**config.mk**
```make
export PLATFORM = sky130hd
export DESIGN_NAME = online_sd_adder_serial
export DESIGN_NICKNAME = d
export VERILOG_FILES = /design/src/rtl/online_arith_pkg.sv /design/src/rtl/sd_digit_select.sv /design/src/rtl/online_sd_adder_serial.sv
export SDC_FILE = /design/constraint.sdc
export NUM_CORES = 1
export LEC_CHECK = 0
export CAP_MARGIN = 30
export CORE_ASPECT_RATIO = 0.6
export CORE_UTILIZATION = 45
export DETAILED_ROUTE_END_ITERATION = 12
export GPL_ROUTABILITY_DRIVEN = 1
export MAX_ROUTING_LAYER = met4
export PLACE_DENSITY = 0.7
export SLEW_MARGIN = 20
export SYNTH_ARGS = -nofsm -noshare
export SYNTH_HDL_FRONTEND = slang
export SYNTH_SLANG_ARGS = --single-unit
```
**constraint.sdc**
```tcl
create_clock -name clk -period 3.2 [get_ports clk]
set_input_delay 0.64 -clock clk [delete_from_list [all_inputs] [get_ports clk]]
set_output_delay 0.64 -clock clk [all_outputs]
set_load 0.02 [all_outputs]
```
**src/rtl/online_arith_pkg.sv**
```systemverilog
// Shared types and helpers for the online (MSD-first) signed-digit arithmetic datapath.
// Holds the digit-serial adder state encoding and the transfer/interim digit selection
// used by the serial adder; sd_select is written width-generic for multi-operand adders.
package online_arith_pkg;

  // Working width for sd_select; wide enough for any practical RADIX_BITS.
  localparam int SD_MAXW = 16;

  typedef enum logic [1:0] {
    IDLE  = 2'd0,
    RUN   = 2'd1,
    FLUSH = 2'd2
  } adder_state_t;

  typedef struct packed {
    logic signed [1:0]         t;
    logic signed [SD_MAXW-1:0] w;
  } sd_sel_t;

  // Radix r for two's complement digits of radix_bits bits.
  function automatic int sd_radix(input int radix_bits);
    return 1 << (radix_bits - 1);
  endfunction

  // Largest digit magnitude, r-1.
  function automatic int sd_digit_max(input int radix_bits);
    return sd_radix(radix_bits) - 1;
  endfunction

  // Split a digit-pair sum into transfer t and interim w with |w| <= r-2,
  // so that w plus the next transfer can never leave the digit set.
  function automatic sd_sel_t sd_select(input logic signed [SD_MAXW-1:0] s,
                                        input int radix);
    logic signed [SD_MAXW-1:0] r;
    logic signed [SD_MAXW-1:0] dmax;
    sd_sel_t res;
    r    = SD_MAXW'(radix);
    dmax = SD_MAXW'(radix - 1);
    if (s >= dmax) begin
      res.t = 2'sd1;
      res.w = s - r;
    end else if (s <= -dmax) begin
      res.t = -2'sd1;
      res.w = s + r;
    end else begin
      res.t = 2'sd0;
      res.w = s;
    end
    return res;
  endfunction

endpackage

```
**src/rtl/sd_digit_select.sv**
```systemverilog
// Combinational transfer/interim selection for one signed-digit pair.
// Latency: none (purely combinational).
// Backpressure: none; the caller decides when the result is consumed.
// Ports: a, b  - signed input digits (RADIX_BITS each)
//        t     - transfer digit in {-1,0,1} (2-bit signed)
//        w     - interim digit, |w| <= r-2 (RADIX_BITS signed)
module sd_digit_select
  import online_arith_pkg::*;
#(
  parameter int RADIX_BITS = 3
) (
  input  logic [RADIX_BITS-1:0] a,
  input  logic [RADIX_BITS-1:0] b,
  output logic [1:0]            t,
  output logic [RADIX_BITS-1:0] w
);

  localparam int RADIX = sd_radix(RADIX_BITS);

  logic signed [RADIX_BITS:0] s;
  sd_sel_t                    sel;

  always_comb begin
    // One extra bit holds the full range of a+b.
    s   = (RADIX_BITS+1)'($signed(a)) + (RADIX_BITS+1)'($signed(b));
    sel = sd_select(SD_MAXW'(s), RADIX);
    t   = sel.t;
    w   = RADIX_BITS'(sel.w);
  end

endmodule

```
**src/rtl/online_sd_adder_serial.sv**
```systemverilog
// Digit-serial MSD-first online adder for radix-2^(RADIX_BITS-1) signed-digit words.
// Latency: result position j is valid the cycle after digit j is accepted; N+1 cycles per word.
// Backpressure: while out_valid && !out_ready every register holds and in_ready is low.
// Ports: clk/rst (sync, active-high); in_valid/in_ready, din1, din2, cin (sampled with digit N-1);
//        dout/out_valid/out_ready with out_first (position 0) and out_last (position N).
// Optional: define ONLINE_ADDER_SUB_EN to add input 'sub' (taken with digit 0) for A-B-cin.
module online_sd_adder_serial
  import online_arith_pkg::*;
#(
  parameter int NUM_DIGITS = 8,   // at least 2
  parameter int RADIX_BITS = 3    // at least 3
) (
  input  logic                  clk,
  input  logic                  rst,
  input  logic                  in_valid,
  output logic                  in_ready,
  input  logic [RADIX_BITS-1:0] din1,
  input  logic [RADIX_BITS-1:0] din2,
  input  logic [RADIX_BITS-1:0] cin,
  output logic [RADIX_BITS-1:0] dout,
  output logic                  out_valid,
  input  logic                  out_ready,
`ifdef ONLINE_ADDER_SUB_EN
  input  logic                  sub,
`endif
  output logic                  out_first,
  output logic                  out_last
);

  localparam int             CW       = $clog2(NUM_DIGITS);
  localparam logic [CW-1:0]  CNT_LAST = CW'(NUM_DIGITS - 1);

  adder_state_t          state;
  logic [CW-1:0]         cnt;
  logic [RADIX_BITS-1:0] w_pend;
  logic [RADIX_BITS-1:0] cin_reg;

  logic                  slot_free;
  logic                  accept;
  logic                  neg_now;
  logic [RADIX_BITS-1:0] b_eff;
  logic [RADIX_BITS-1:0] cin_eff;
  logic [1:0]            t_new;
  logic [RADIX_BITS-1:0] w_new;
  logic signed [RADIX_BITS:0] sum_mid;
  logic signed [RADIX_BITS:0] sum_last;

`ifdef ONLINE_ADDER_SUB_EN
  logic sub_reg;
  // Digit 0 uses the live sub; later digits use the value captured with digit 0,
  // so a mid-word change of sub has no effect.
  assign neg_now = (cnt == '0) ? sub : sub_reg;
`else
  assign neg_now = 1'b0;
`endif

  // Digit set is symmetric, so negation never overflows the digit width.
  assign b_eff   = neg_now ? RADIX_BITS'(-$signed(din2)) : din2;
  assign cin_eff = neg_now ? RADIX_BITS'(-$signed(cin))  : cin;

  sd_digit_select #(.RADIX_BITS(RADIX_BITS)) u_sel (
    .a (din1),
    .b (b_eff),
    .t (t_new),
    .w (w_new)
  );

  always_comb begin
    sum_mid  = (RADIX_BITS+1)'($signed(w_pend)) + (RADIX_BITS+1)'($signed(t_new));
    sum_last = (RADIX_BITS+1)'($signed(w_pend)) + (RADIX_BITS+1)'($signed(cin_reg));
  end

  assign slot_free = !out_valid || out_ready;
  assign in_ready  = slot_free && (state != FLUSH) && !rst;
  assign accept    = in_valid && in_ready;

  always_ff @(posedge clk) begin
    if (rst) begin
      state     <= IDLE;
      cnt       <= '0;
      w_pend    <= '0;
      cin_reg   <= '0;
      dout      <= '0;
      out_valid <= 1'b0;
      out_first <= 1'b0;
      out_last  <= 1'b0;
`ifdef ONLINE_ADDER_SUB_EN
      sub_reg   <= 1'b0;
`endif
    end else if (accept) begin
      // Position cnt: bare transfer for the integer digit, else previous interim + transfer.
      out_valid <= 1'b1;
      out_first <= (cnt == '0);
      out_last  <= 1'b0;
      dout      <= (cnt == '0) ? RADIX_BITS'($signed(t_new)) : RADIX_BITS'(sum_mid);
      w_pend    <= w_new;
      if (cnt == CNT_LAST) begin
        cin_reg <= cin_eff;
        cnt     <= '0;
        state   <= FLUSH;
      end else begin
        cnt <= cnt + 1'b1;
      end
      if (cnt == '0) begin
        state <= RUN;
`ifdef ONLINE_ADDER_SUB_EN
        sub_reg <= sub;
`endif
      end
    end else if (state == FLUSH && slot_free) begin
      // Final position folds the word carry-in into the last interim digit.
      out_valid <= 1'b1;
      out_first <= 1'b0;
      out_last  <= 1'b1;
      dout      <= RADIX_BITS'(sum_last);
      state     <= IDLE;
    end else if (out_ready) begin
      out_valid <= 1'b0;
      out_first <= 1'b0;
      out_last  <= 1'b0;
    end
  end

endmodule

```
==> flow_metrics.env <==
export IMPL_path_clk_slew_ns=0.07
export IMPL_setup_viol_count_final=0
export IMPL_synth_edf_count=0
export IMPL_max_freq_ghz=0.317
export IMPL_endpoint_kind="register"
export IMPL_die_w_um=66.1
export IMPL_dpl_worst_slack_ns=-0.356
export IMPL_clkPwrFrac_pct=27.6
export IMPL_num_nets_final=178
export IMPL_r2r_cells=7
export IMPL_antenna_found_initial=0
export IMPL_min_path_type="reg -> reg"
export IMPL_die_h_um=40.5
export IMPL_rr_startpoint="w_pend[0]"
export IMPL_yosys_warnings=0
export IMPL_r2r_slack_ns=1.36
export IMPL_netlist_instances=123
export IMPL_p_comb_share_pct=32.6
export IMPL_wl_per_cell_um=16.1
export IMPL_maxSlewViolCount=0
export IMPL_p_int_uw=409
export IMPL_yosysUniqueCellTypes=40
export IMPL_grt_start_max_net_pins=17
export IMPL_cts_root_buf="clkbuf_8"
export IMPL_htreeDepth=1
export IMPL_place_congestion=0.786
export IMPL_fin_ws_ns=0.0439
export IMPL_status="finished clean"
export IMPL_hold_viol=0
export IMPL_drtPass1Iterations=4
export IMPL_port_buffers=19
export IMPL_cp_endpoint="dout[2]"
export IMPL_crit_arrival_ns=3.29
export IMPL_layout_common_cells="clkdlybuf4s50_1, nand2_1, dfxtp_1"
export IMPL_insertion_delay_ns=0.25
export IMPL_grt_pass1_vias=910
export IMPL_drt_initial_drc_count=43
export IMPL_crit_type="in -> reg"
export IMPL_numClockSinks=17
export IMPL_diodes=0
export IMPL_final_cell_area_um2=1470
export IMPL_start_kind="input pin"
export IMPL_grt_pass1_wl_um=4240
export IMPL_n_fill_cell=178
export IMPL_seq_power_share_pct=39.8
export IMPL_grt_use_total_pct=23.5
export IMPL_swShare_pct=29.3
export IMPL_final_util_pct=65.6
export IMPL_post_route_drc_count=0
export IMPL_start_util_pct=49.4
export IMPL_routed_wl_um=2940
export IMPL_finClkSkew_ns=0.00303
export IMPL_synth_net_count=147
export IMPL_grt_ovfl_total=0
export IMPL_hold_depth=2
export IMPL_finalCritPeriodShare_pct=98.6
export IMPL_fin_setup_tns_ns=0
export IMPL_drive_above_1_share_pct=23.5
export IMPL_tightest_slew_ns=0.575
export IMPL_num_rows=13
export IMPL_place_area_um2=1340
export IMPL_async_flop_share_pct=0
export IMPL_switchingPower_uw=170
export IMPL_cts_buffer_depth=2
export IMPL_ys_flop_type="dfxtp_1"
export IMPL_tritoncts="done"
export IMPL_area_growth_pct=32.6
export IMPL_required_ns=3.33
export IMPL_place_detailed_hpwl_um=2100
export IMPL_ir_worst_vdd_uv=240
export IMPL_io_pins=20
export IMPL_cts_buffers=3
export IMPL_startpoint="din1[0]"
export IMPL_dr_total_vias=1016
export IMPL_finalPower_uw=578
export IMPL_ys_seq_area_share_pct=30.7
export IMPL_final_common_cell="clkdlybuf4s50_1"
export IMPL_max_slew_margin_pct=61.5
export IMPL_dieArea_um2=2680
export IMPL_viasPerCell=5.55
export IMPL_multi_input_area_um2=742
export IMPL_ys_ff_latch=17
export IMPL_drtAntennaViolNets=0
export IMPL_power_density_cell_area_nw_per_um2=393
export IMPL_critPathMaxFanout=3
export IMPL_timing_final_crit_period_ns=3.16
export IMPL_avgSynthCellArea_um2=9.02
export IMPL_rr_endpoint="dout[2]"
export IMPL_cap_violations=0
export IMPL_syn_area_um2=1110
export IMPL_regArea_um2=340
export IMPL_leakagePower_uw=0.000557
export IMPL_core_area_um2=2240
[through the flow]
step	hold WS, ns	instances
5_1_grt	0.488	183
4_1_cts	0.466	179
3_5_place_dp	0.457	174
6_report	0.461	183
3_3_place_gp	0.445	174
2_1_floorplan	0.436	123
[per-layer routing]
layer  wire length (um)  vias up  share of wire, %  track usage, %
li1                   -      494                 -               -
met2               1380       47                47            38.3
met1               1250      469                43            27.8
met4                 62        0               2.1            7.98
met3                249        6               8.5            7.95
met5                  0        -                 0               -
[critical path, cell delays in order]
cell and delay (ns):
clkdlybuf4s50_1 0.42, ha_2 0.20, fa_2 0.38, xnor2_2 0.20, nand2b_4 0.18, mux2_4 0.17, ha_4 0.13, inv_2 0.04
fa_2 0.35, xor2_1 0.15, nor2_1 0.15, and4_1 0.23, nor3_2 0.05
[worst min path at each step]
stage | endpoint | slack, ns | startpoint
floorplan | cin_reg[1] | 0.44 | cin_reg[1]
global placement | w_pend[1] | 0.44 | w_pend[1]
detailed placement | w_pend[1] | 0.46 | w_pend[1]
CTS | w_pend[1] | 0.47 | w_pend[1]
global route | cin_reg[2] | 0.49 | cin_reg[2]
finish | w_pend[1] | 0.46 | w_pend[1]
[cells in the mapped netlist, types with 2 or more instances]
| library cell | number | share of area (%) |
|---|---|---|
| nor2b_1 | 2 | 1.1 |
| a31oi_1 | 2 | 1.1 |
| nand4_1 | 2 | 1.1 |
| o31ai_1 | 2 | 1.4 |
| a31o_2 | 2 | 1.6 |
| o21ai_0 | 5 | 2.3 |
| nand3b_1 | 2 | 1.4 |
| xor2_1 | 2 | 1.6 |
| nor3_1 | 2 | 0.90 |
| a21oi_1 | 12 | 5.4 |
| a211oi_1 | 3 | 2.0 |
| and2_1 | 2 | 1.1 |
| nand3_1 | 3 | 1.4 |
| buf_6 | 2 | 2.0 |
| nor2_1 | 4 | 1.4 |
| nand2_1 | 17 | 5.7 |
| ha_1 | 8 | 9.0 |
| nand2b_4 | 2 | 2.5 |
| dfxtp_1 | 17 | 31 |
| inv_1 | 8 | 2.7 |
| xnor2_1 | 2 | 1.6 |
| fa_1 | 3 | 5.4 |
| nand2b_1 | 2 | 1.1 |
[power groups by stage]
stage | combinational [uW] | clock, uW | sequential [uW]
after floorplan | 84.0 | 0 | 240
after global placement | 147 | 0 | 234
after detailed placement | 153 | 0 | 235
after CTS | 160 | 165 | 230
after global routing | 203 | 174 | 232
final | 188 | 160 | 230
[timing repair]
item	CTS	global route
pin swaps	1	6
setup endpoints to repair	2	2
buffers inserted	1	4
gates resized for setup	2	9
hold buffers	0	0
[kinds of logic (layout without fill, tap and decap cells)]
| logic type | count (synthesis) | count (layout) | share of synthesized area (%) |
|---|---|---|---|
| AO/OA/AOI/OAI | 30 | 30 | 17.6 |
| AND/OR/NAND/NOR | 48 | 48 | 26.9 |
| XOR/XNOR | 4 | 4 | 3.16 |
| flip-flops | 17 | 17 | 30.7 |
| buffers and inverters | 12 | 42 | 6.20 |
| multiplexers | 1 | 1 | 1.01 |
| adder cells (fa/ha/maj) | 11 | 11 | 14.4 |
[area by class of cell]
cell class,count,share of cell area [%]
Tap cell,30,2.55
Clock buffer,3,2.81
Inverter,8,2.04
Timing Repair Buffer,30,18.7
Multi-Input combinational cell,94,50.4
Clock inverter,1,0.340
Sequential cell,17,23.1
No activity file was read; power rests on OpenSTA's default activity.
